File: src/rtl/counter_multi.sv
// Multi-channel programmable counter/timer bank: per-channel period, direction,
// auto-reload/one-shot and power-of-two prescaler, with tc pulses and sticky done flags.
module counter_multi #(
    parameter int WIDTH    = 8,
    parameter int CHANNELS = 4
) (
    input  logic                      clk,
    input  logic                      reset,
    input  logic [CHANNELS-1:0]       enable,
    input  logic [CHANNELS-1:0]       clear,
    input  logic [CHANNELS*WIDTH-1:0] period,
    input  logic [CHANNELS*8-1:0]     control,
    output logic [CHANNELS*WIDTH-1:0] value,
    output logic [CHANNELS-1:0]       tc,
    output logic [CHANNELS-1:0]       done
);

    function automatic logic [2:0] ps_limit(input logic [1:0] ps);
        logic [2:0] lim;
        case (ps)
            2'd0:    lim = 3'd0;
            2'd1:    lim = 3'd1;
            2'd2:    lim = 3'd3;
            default: lim = 3'd7;
        endcase
        return lim;
    endfunction

    genvar g;
    for (g = 0; g < CHANNELS; g++) begin : g_ch
        logic [WIDTH-1:0] w_period;
        logic [WIDTH-1:0] r_value;
        logic [WIDTH-1:0] w_value_nxt;
        logic [2:0]       r_pscnt;
        logic [2:0]       w_pscnt_nxt;
        logic [2:0]       w_limit;
        logic             r_halted;
        logic             w_halted_nxt;
        logic             r_tc;
        logic             w_tc_nxt;
        logic             r_done;
        logic             w_done_nxt;
        logic             w_reload;
        logic             w_dir;
        logic             w_tick;
        logic             w_terminal;
        logic             w_unused_rsvd;

        assign w_period      = period[g*WIDTH +: WIDTH];
        assign w_reload      = control[g*8];
        assign w_dir         = control[g*8+1];
        assign w_limit       = ps_limit(control[g*8+2 +: 2]);
        assign w_unused_rsvd = ^control[g*8+4 +: 4];

        assign w_tick     = enable[g] & ~r_halted & (r_pscnt == w_limit);
        // Up mode uses >= so lowering the period below the count terminates on the next tick.
        assign w_terminal = w_dir ? (r_value == '0) : (r_value >= w_period);

        // Next-state selection: clear beats tick, tick beats plain prescaler advance.
        always_comb begin
            w_value_nxt  = r_value;
            w_pscnt_nxt  = r_pscnt;
            w_halted_nxt = r_halted;
            w_done_nxt   = r_done;
            w_tc_nxt     = 1'b0;
            if (clear[g]) begin
                w_value_nxt  = w_dir ? w_period : '0;
                w_pscnt_nxt  = 3'd0;
                w_halted_nxt = 1'b0;
                w_done_nxt   = 1'b0;
            end else if (w_tick) begin
                w_pscnt_nxt = 3'd0;
                if (w_terminal) begin
                    w_tc_nxt = 1'b1;
                    if (w_reload) begin
                        w_value_nxt = w_dir ? w_period : '0;
                    end else begin
                        w_halted_nxt = 1'b1;
                        w_done_nxt   = 1'b1;
                    end
                end else if (w_dir) begin
                    w_value_nxt = r_value - WIDTH'(1);
                end else begin
                    w_value_nxt = r_value + WIDTH'(1);
                end
            end else if (enable[g] && !r_halted) begin
                w_pscnt_nxt = r_pscnt + 3'd1;
            end else begin
                w_pscnt_nxt = r_pscnt;
            end
        end

        // Channel state registers.
        always_ff @(posedge clk or negedge reset) begin
            if (!reset) begin
                r_value  <= '0;
                r_pscnt  <= 3'd0;
                r_halted <= 1'b0;
                r_tc     <= 1'b0;
                r_done   <= 1'b0;
            end else begin
                r_value  <= w_value_nxt;
                r_pscnt  <= w_pscnt_nxt;
                r_halted <= w_halted_nxt;
                r_tc     <= w_tc_nxt;
                r_done   <= w_done_nxt;
            end
        end

        assign value[g*WIDTH +: WIDTH] = r_value;
        assign tc[g]                   = r_tc;
        assign done[g]                 = r_done;
    end

endmodule

File: config.mk
export PLATFORM = sky130hd
export DESIGN_NAME = counter_multi
export DESIGN_NICKNAME = d
export VERILOG_FILES = /design/src/rtl/counter_multi.sv
export SDC_FILE = /design/constraint.sdc
export NUM_CORES = 1
export LEC_CHECK = 0
export CORE_MARGIN = 2
export CORE_UTILIZATION = 56
export DETAILED_ROUTE_END_ITERATION = 7
export GPL_ROUTABILITY_DRIVEN = 0
export GPL_TIMING_DRIVEN = 1
export PLACE_DENSITY = 0.87
export SLEW_MARGIN = 20
export SYNTH_ARGS = -nofsm -noshare
export SYNTH_HDL_FRONTEND = slang
export SYNTH_SLANG_ARGS = --single-unit
File: constraint.sdc
create_clock -name clk -period 4.3 [get_ports clk]
set_input_delay 0.645 -clock clk [delete_from_list [all_inputs] [get_ports clk]]
set_output_delay 0.645 -clock clk [all_outputs]
set_load 0.02 [all_outputs]
==> Word level (Yosys, flattened, before mapping) <==
Index checks and enable logic that the tools add are counted.
{ "totals": {"ff_bits": 52, "in_bits": 74, "wordCells": 172} }
{ "op_classes": {"add_sub_neg": 12, "magnitude_cmp": 4, "n_eq_ne": 20, "n_mux": 72, "n_bitwise": 12, "reduce_logical": 36} }
{ "ops": {"columns": ["op", "count"], "rows": [
  ["2-to-1 mux 8 bit", 24],
  ["2-to-1 mux 3 bit", 12],
  ["case mux 3 bit (3 select lines)", 4],
  ["adder 8 x 1 -> 8 bit (second input constant)", 4],
  [">= comparator 8 bit", 4],
  ["logical NOT 8 bit", 4],
  ["2-to-1 mux 1 bit", 32],
  ["subtractor 8 x 1 -> 8 bit (second input constant)", 4],
  ["nonzero test 2 bit", 8],
  ["adder 3 x 1 -> 3 bit (second input constant)", 4],
  ["equality test 3 bit", 4],
  ["inequality test 3 bit (second input constant)", 4],
  ["AND reduction 3 bit", 4],
  ["nonzero test 3 bit", 4],
  ["bitwise AND 1 bit", 8],
  ["equality test 2 x 1 -> 1 bit (second input constant)", 4],
  ["equality test 2 bit (second input constant)", 4],
  ["logical NOT 2 bit", 4],
  ["inequality test 2 bit (second input constant)", 4],
  ["AND reduction 2 bit", 4],
  ["logical AND 1 bit", 4],
  ["logical NOT 1 bit", 4],
  ["inverter 1 bit", 4]
]} }

==> Longest topological paths before layout <==
{ "logic_depth": {"word_depth": 6, "mapped_depth": 9, "ltp_nobuf": 8} }

==> Worst setup path after synthesis <==
No wires, ideal clock.
{ "synth_path": {"kind": "input-to-reg", "startpoint": "input period[31]", "endpoint": "register g_ch[3].r_value[4]", "setup_ns": 0.125, "t_arrival_ns": 2.546, "setup_slack_ns": 1.630, "stages": 8, "cell_sequence": "inv_1 -> ha_1 -> and4_1 -> a2111oi_2 -> o311ai_1 -> nand2_2 -> mux2_1 -> mux2_2"} }
{ "synth_via": {"elab_chain_len": 5, "elab_cells_between_ends": 7, "cone_classes": "order compare (1); eq/ne (1); mux (4); reduce/logical (1)"} }
{ "synth_lines": {"columns": ["item", "line_no", "rtl"], "rows": [
  ["start, declared", "11", "input logic [CHANNELS*WIDTH-1:0] period,"],
  [">= comparator 8 bit *", "57", "assign w_terminal = w_dir ? (r_value == '0) : (r_value >= w_period);"],
  ["2-to-1 mux 1 bit *", "57", null],
  ["2-to-1 mux 8 bit", "73", "if (w_terminal) begin"],
  ["2-to-1 mux 8 bit", "71", "end else if (w_tick) begin"],
  ["2-to-1 mux 8 bit", "66", "if (clear[g]) begin"],
  ["end signal, assigned", "102", "r_value <= w_value_nxt;"],
  ["end, declared", "32", "logic [WIDTH-1:0] r_value;"]
]} }
Mark *: on every way between the ends. The rest lies on a longest branch, timed or not. The select of a mux whose other input is x is not followed.
A chain may end at the register's enable or synchronous reset.

==> Worst setup path after layout <==
{ "layout_path": {"startpoint": "input control[1]", "endpoint": "register g_ch[0].r_value[6]"} }
{ "layout_via": {"elab_chain_len": 5, "elab_cells_between_ends": 9, "cone_classes": "eq/ne (1); mux (7); reduce/logical (1)"} }
{ "layout_lines": {"columns": ["item", "line_no", "rtl"], "rows": [
  ["start, declared", "12", "input logic [CHANNELS*8-1:0] control,"],
  ["2-to-1 mux 8 bit", "67, 76", null],
  ["2-to-1 mux 8 bit", "75", "if (w_reload) begin"],
  ["2-to-1 mux 8 bit", "73", null],
  ["2-to-1 mux 8 bit", "71", null],
  ["2-to-1 mux 8 bit", "66", null],
  ["end signal, assigned", "102", null],
  ["end, declared", "32", null]
]} }
Several ways; a longest one is shown, not always the timed one. The select of a mux whose other input is x is not followed.

==> reports/qor.txt <==
Status = finished, final reports clean
Max Cap Viol = 0
Largest net degree at the start of global routing = 53
CP Launch Type = input pin
Buf/Inv on CP = 2
Setup TNS = 0 ns
Placed insts = 772
Achievable frequency = 0.3168 GHz
Core area = 8806 um2
Finished Layout Cells = 780
# H-tree levels = 2
Synthesized instance count = 585
Via density = 6.054
Leak pwr = 2.924 nW
CTS tree = done
I/O pins = 114
Initial antenna violation count = 0
Syn nets = 723
Post-synth EDFFs = 0
Post-DRT Antenna Nets = 0
Drt first pass iters = 4
Cell variety after synth = 65
Worst R2R Path Depth = 8
PostCTS Resize Cnt = 0
Worst-Skew Late Latency = 0.31 ns
Fin Clk Skew = 0.01077 ns
Final #Nets = 809
Sequential-to-total area share from yosys stat = 25.43%
Crit path depth = 9
Finished Cell Area = 6210 um2
Synth warn = 0
Crit path max fanout = 17
Clock transition at the registers of the reported paths = 0.10 ns
CP top delay family = buffers and inverters
R2R Setup Slk = 1.47 ns
Yosys top cell area share = 25.43%
Final Util = 70.52%
GRT Total Usage = 25.77%
Cell Area, Synth = 5117 um2
HP Class = input pin to asynchronous set/reset pin
Int Pwr = 1.659 mW
Slew headroom = 53.62%
DIE HEIGHT = 99.60 um
First-pass GRT wire length = 21.43 mm
Synth area leader = dfrtp_1
IO Port Bufs = 97
Die ar. = 9919 um2
Clk sinks = 52
Area occupied by multi-input gates = 3507 um2
Fraction of layout cells with a size suffix above 1 = 4.762%
Clock root cell = clkbuf_8
Post-CTS setup buffer count = 0
Num CTS Buffers = 5
Row cnt = 34
Sw frac = 44.77%
Max Slew Vio Count = 0
CP max stage cell = clkdlybuf4s50_1
Clock buffer depth = 2
Final period utilization = 73.41%
Clock Power Share = 9.9%
Crit-path cells = clkdlybuf4s50_1 > inv_1 > fa_1 > nor2b_1 > o31a_1 > o21ai_1 > a21boi_0 > o31ai_1 > mux2_1
Synth Register Bits = 52
Diodes inserted = 0
Grt total ovfl = 0
Crit path required time = 4.50 ns
Area grow syn2layout = 21.34%
# DRC = 0
FF-to-FF End = g_ch[3].r_value[4]$_DFFE_PN0P_
Syn_area_per_cell = 8.748 um2
PwrDens = 483.8 nW/um2
Post-DP HPWL = 9.775 mm
Worst VDD drop = 0.3268 mV
Crit path DAT = 3.35 ns
Total Wirelength = 12.37 mm
Final Hold Viols = 0
Comb pwr share = 62.4%
Routed via count = 4,722
Final critical-path required period = 3.157 ns
Per-cell routed wire length = 15.85 um
Critical path class = input pin to flip-flop
DR iter-0 viols = 142
Placed Area = 6116 um2
# setup viols final = 0
CP peak stage delay = 0.92 ns
Vias in the first global route = 4,843
Fillers = 729
Reg area = 1301 um2
Synth top area cells = dfrtp_1 25%, ha_1 15%, mux2_1 4.8%, inv_1 3.9%, mux2i_1 3.5%
Initial Util = 58.11%
Main flop type after synthesis = dfrtp_1
RR Startpoint = g_ch[3].r_value[0]$_DFFE_PN0P_
RSZ-0062 raised after global routing = false
Asr flop ratio synth = 100.0%
Hold-fix buffers at CTS = 0
Sequential Power Share = 27.7%
Net Switching = 1.345 mW
Setup crit end kind = flip-flop
Measured slew at the worst slew-check pin = 0.6935 ns
DIE WIDTH = 99.60 um
## placed cells by master, fill, tap and decap left out, types with 5 or more instances in the layout
cell type	netlist	routed
clkdlybuf4s50_1	0	96
ha_1	60	60
inv_1	53	53
dfrtp_1	52	52
nand2_1	46	46
nor2_1	45	45
a21oi_1	31	31
mux2_1	22	22
mux2i_1	18	18
xor2_1	16	16
nor3_1	14	14
nor2b_1	13	13
o21a_1	13	13
o21ai_0	13	13
nand3_1	11	11
and3_1	9	9
o21ai_1	8	8
nand2b_1	7	7
o211ai_1	7	7
xnor2_1	7	7
nor4_1	7	7
or4_1	7	7
and2_1	7	7
a21o_1	6	6
clkbuf_8	0	6
a211o_1	5	5
o41ai_1	5	5
## worst max path at each step
stage | endpoint | startpoint | slack, ns
global route | g_ch[0].r_value[6]$_DFFE_PN0P_ | control[1] | 0.95
floorplan | g_ch[3].r_value[4]$_DFFE_PN0P_ | period[31] | 1.63
detailed placement | g_ch[2].r_value[4]$_DFFE_PN0P_ | period[22] | 0.83
CTS | g_ch[2].r_value[4]$_DFFE_PN0P_ | period[22] | 1.14
finish | g_ch[0].r_value[6]$_DFFE_PN0P_ | control[1] | 1.14
global placement | g_ch[2].r_value[4]$_DFFE_PN0P_ | period[22] | 0.90
## cells by family after synthesis
family	synth area share, %
compound gates	17.97
simple gates	20.56
mux	9.829
buf+inv	6.039
xor+xnor	3.936
fa+ha+maj	16.23
flops	25.43
## area by class of cell
cell class | instances | area share [%]
inverters | 53 | 3.204
repair buffers | 98 | 15.68
well taps | 108 | 2.176
multi-input cells | 461 | 56.48
clock inverters | 1 | 0.1209
flip-flops and latches | 52 | 20.96
clock buffers | 7 | 1.390
## routing by layer
| metal | share of wire (%) | wire [um] | GRT usage (%) |
|---|---|---|---|
| met1 | 43 | 5336 | 31.55 |
| met2 | 51 | 6347 | 48.34 |
| met3 | 4.1 | 508 | 2.670 |
| met4 | 1.4 | 172 | 6.217 |
| met5 | 0 | 0 | 0 |
## sequential cells by signal, summed over array words and instances, names as in the netlist
name and cells:
g_ch.r_pscnt 12, g_ch.r_value 32, g_ch.r_done 4, g_ch.r_tc 4
## through the flow
stage	hold WS (ns)	power [mW]	setup WS, ns
CTS	0.4865	3.006	1.139
global route	0.5050	3.264	0.9524
floorplan	0.3494	2.061	1.630
finish	0.4561	3.004	1.143
global placement	0.5107	2.582	0.9044
detailed placement	0.5263	2.699	0.8291
## worst register-to-register path, cell delays in order (launching register included)
cell	delay [ns]
dfrtp_1	0.45
inv_1	0.14
ha_1	0.30
nand2b_1	0.14
a2111oi_0	0.57
or3_1	0.23
a21oi_1	0.14
nor2_2	0.37
mux2_2	0.38
## cells in the mapped netlist, types with 8 or more instances
| library cell | number |
|---|---|
| nand3_1 | 11 |
| nor2b_1 | 13 |
| buf_4 | 8 |
| nor2_1 | 45 |
| mux2_1 | 22 |
| o21a_1 | 13 |
| o21ai_0 | 13 |
| inv_1 | 53 |
| a21oi_1 | 31 |
| o21ai_1 | 8 |
| nand2_1 | 46 |
| ha_1 | 60 |
| and3_1 | 9 |
| mux2i_1 | 18 |
| nor3_1 | 14 |
| dfrtp_1 | 52 |
| xor2_1 | 16 |
## power groups by stage
stage	Combinational, mW	Sequential (mW)	Clock [mW]
after CTS	1.87	0.829	0.307
after floorplan	1.13	0.933	0
after global routing	2.08	0.859	0.325
after detailed placement	1.86	0.837	0
final	1.87	0.833	0.297
after global placement	1.75	0.830	0
No activity file was read; power rests on OpenSTA's default activity.
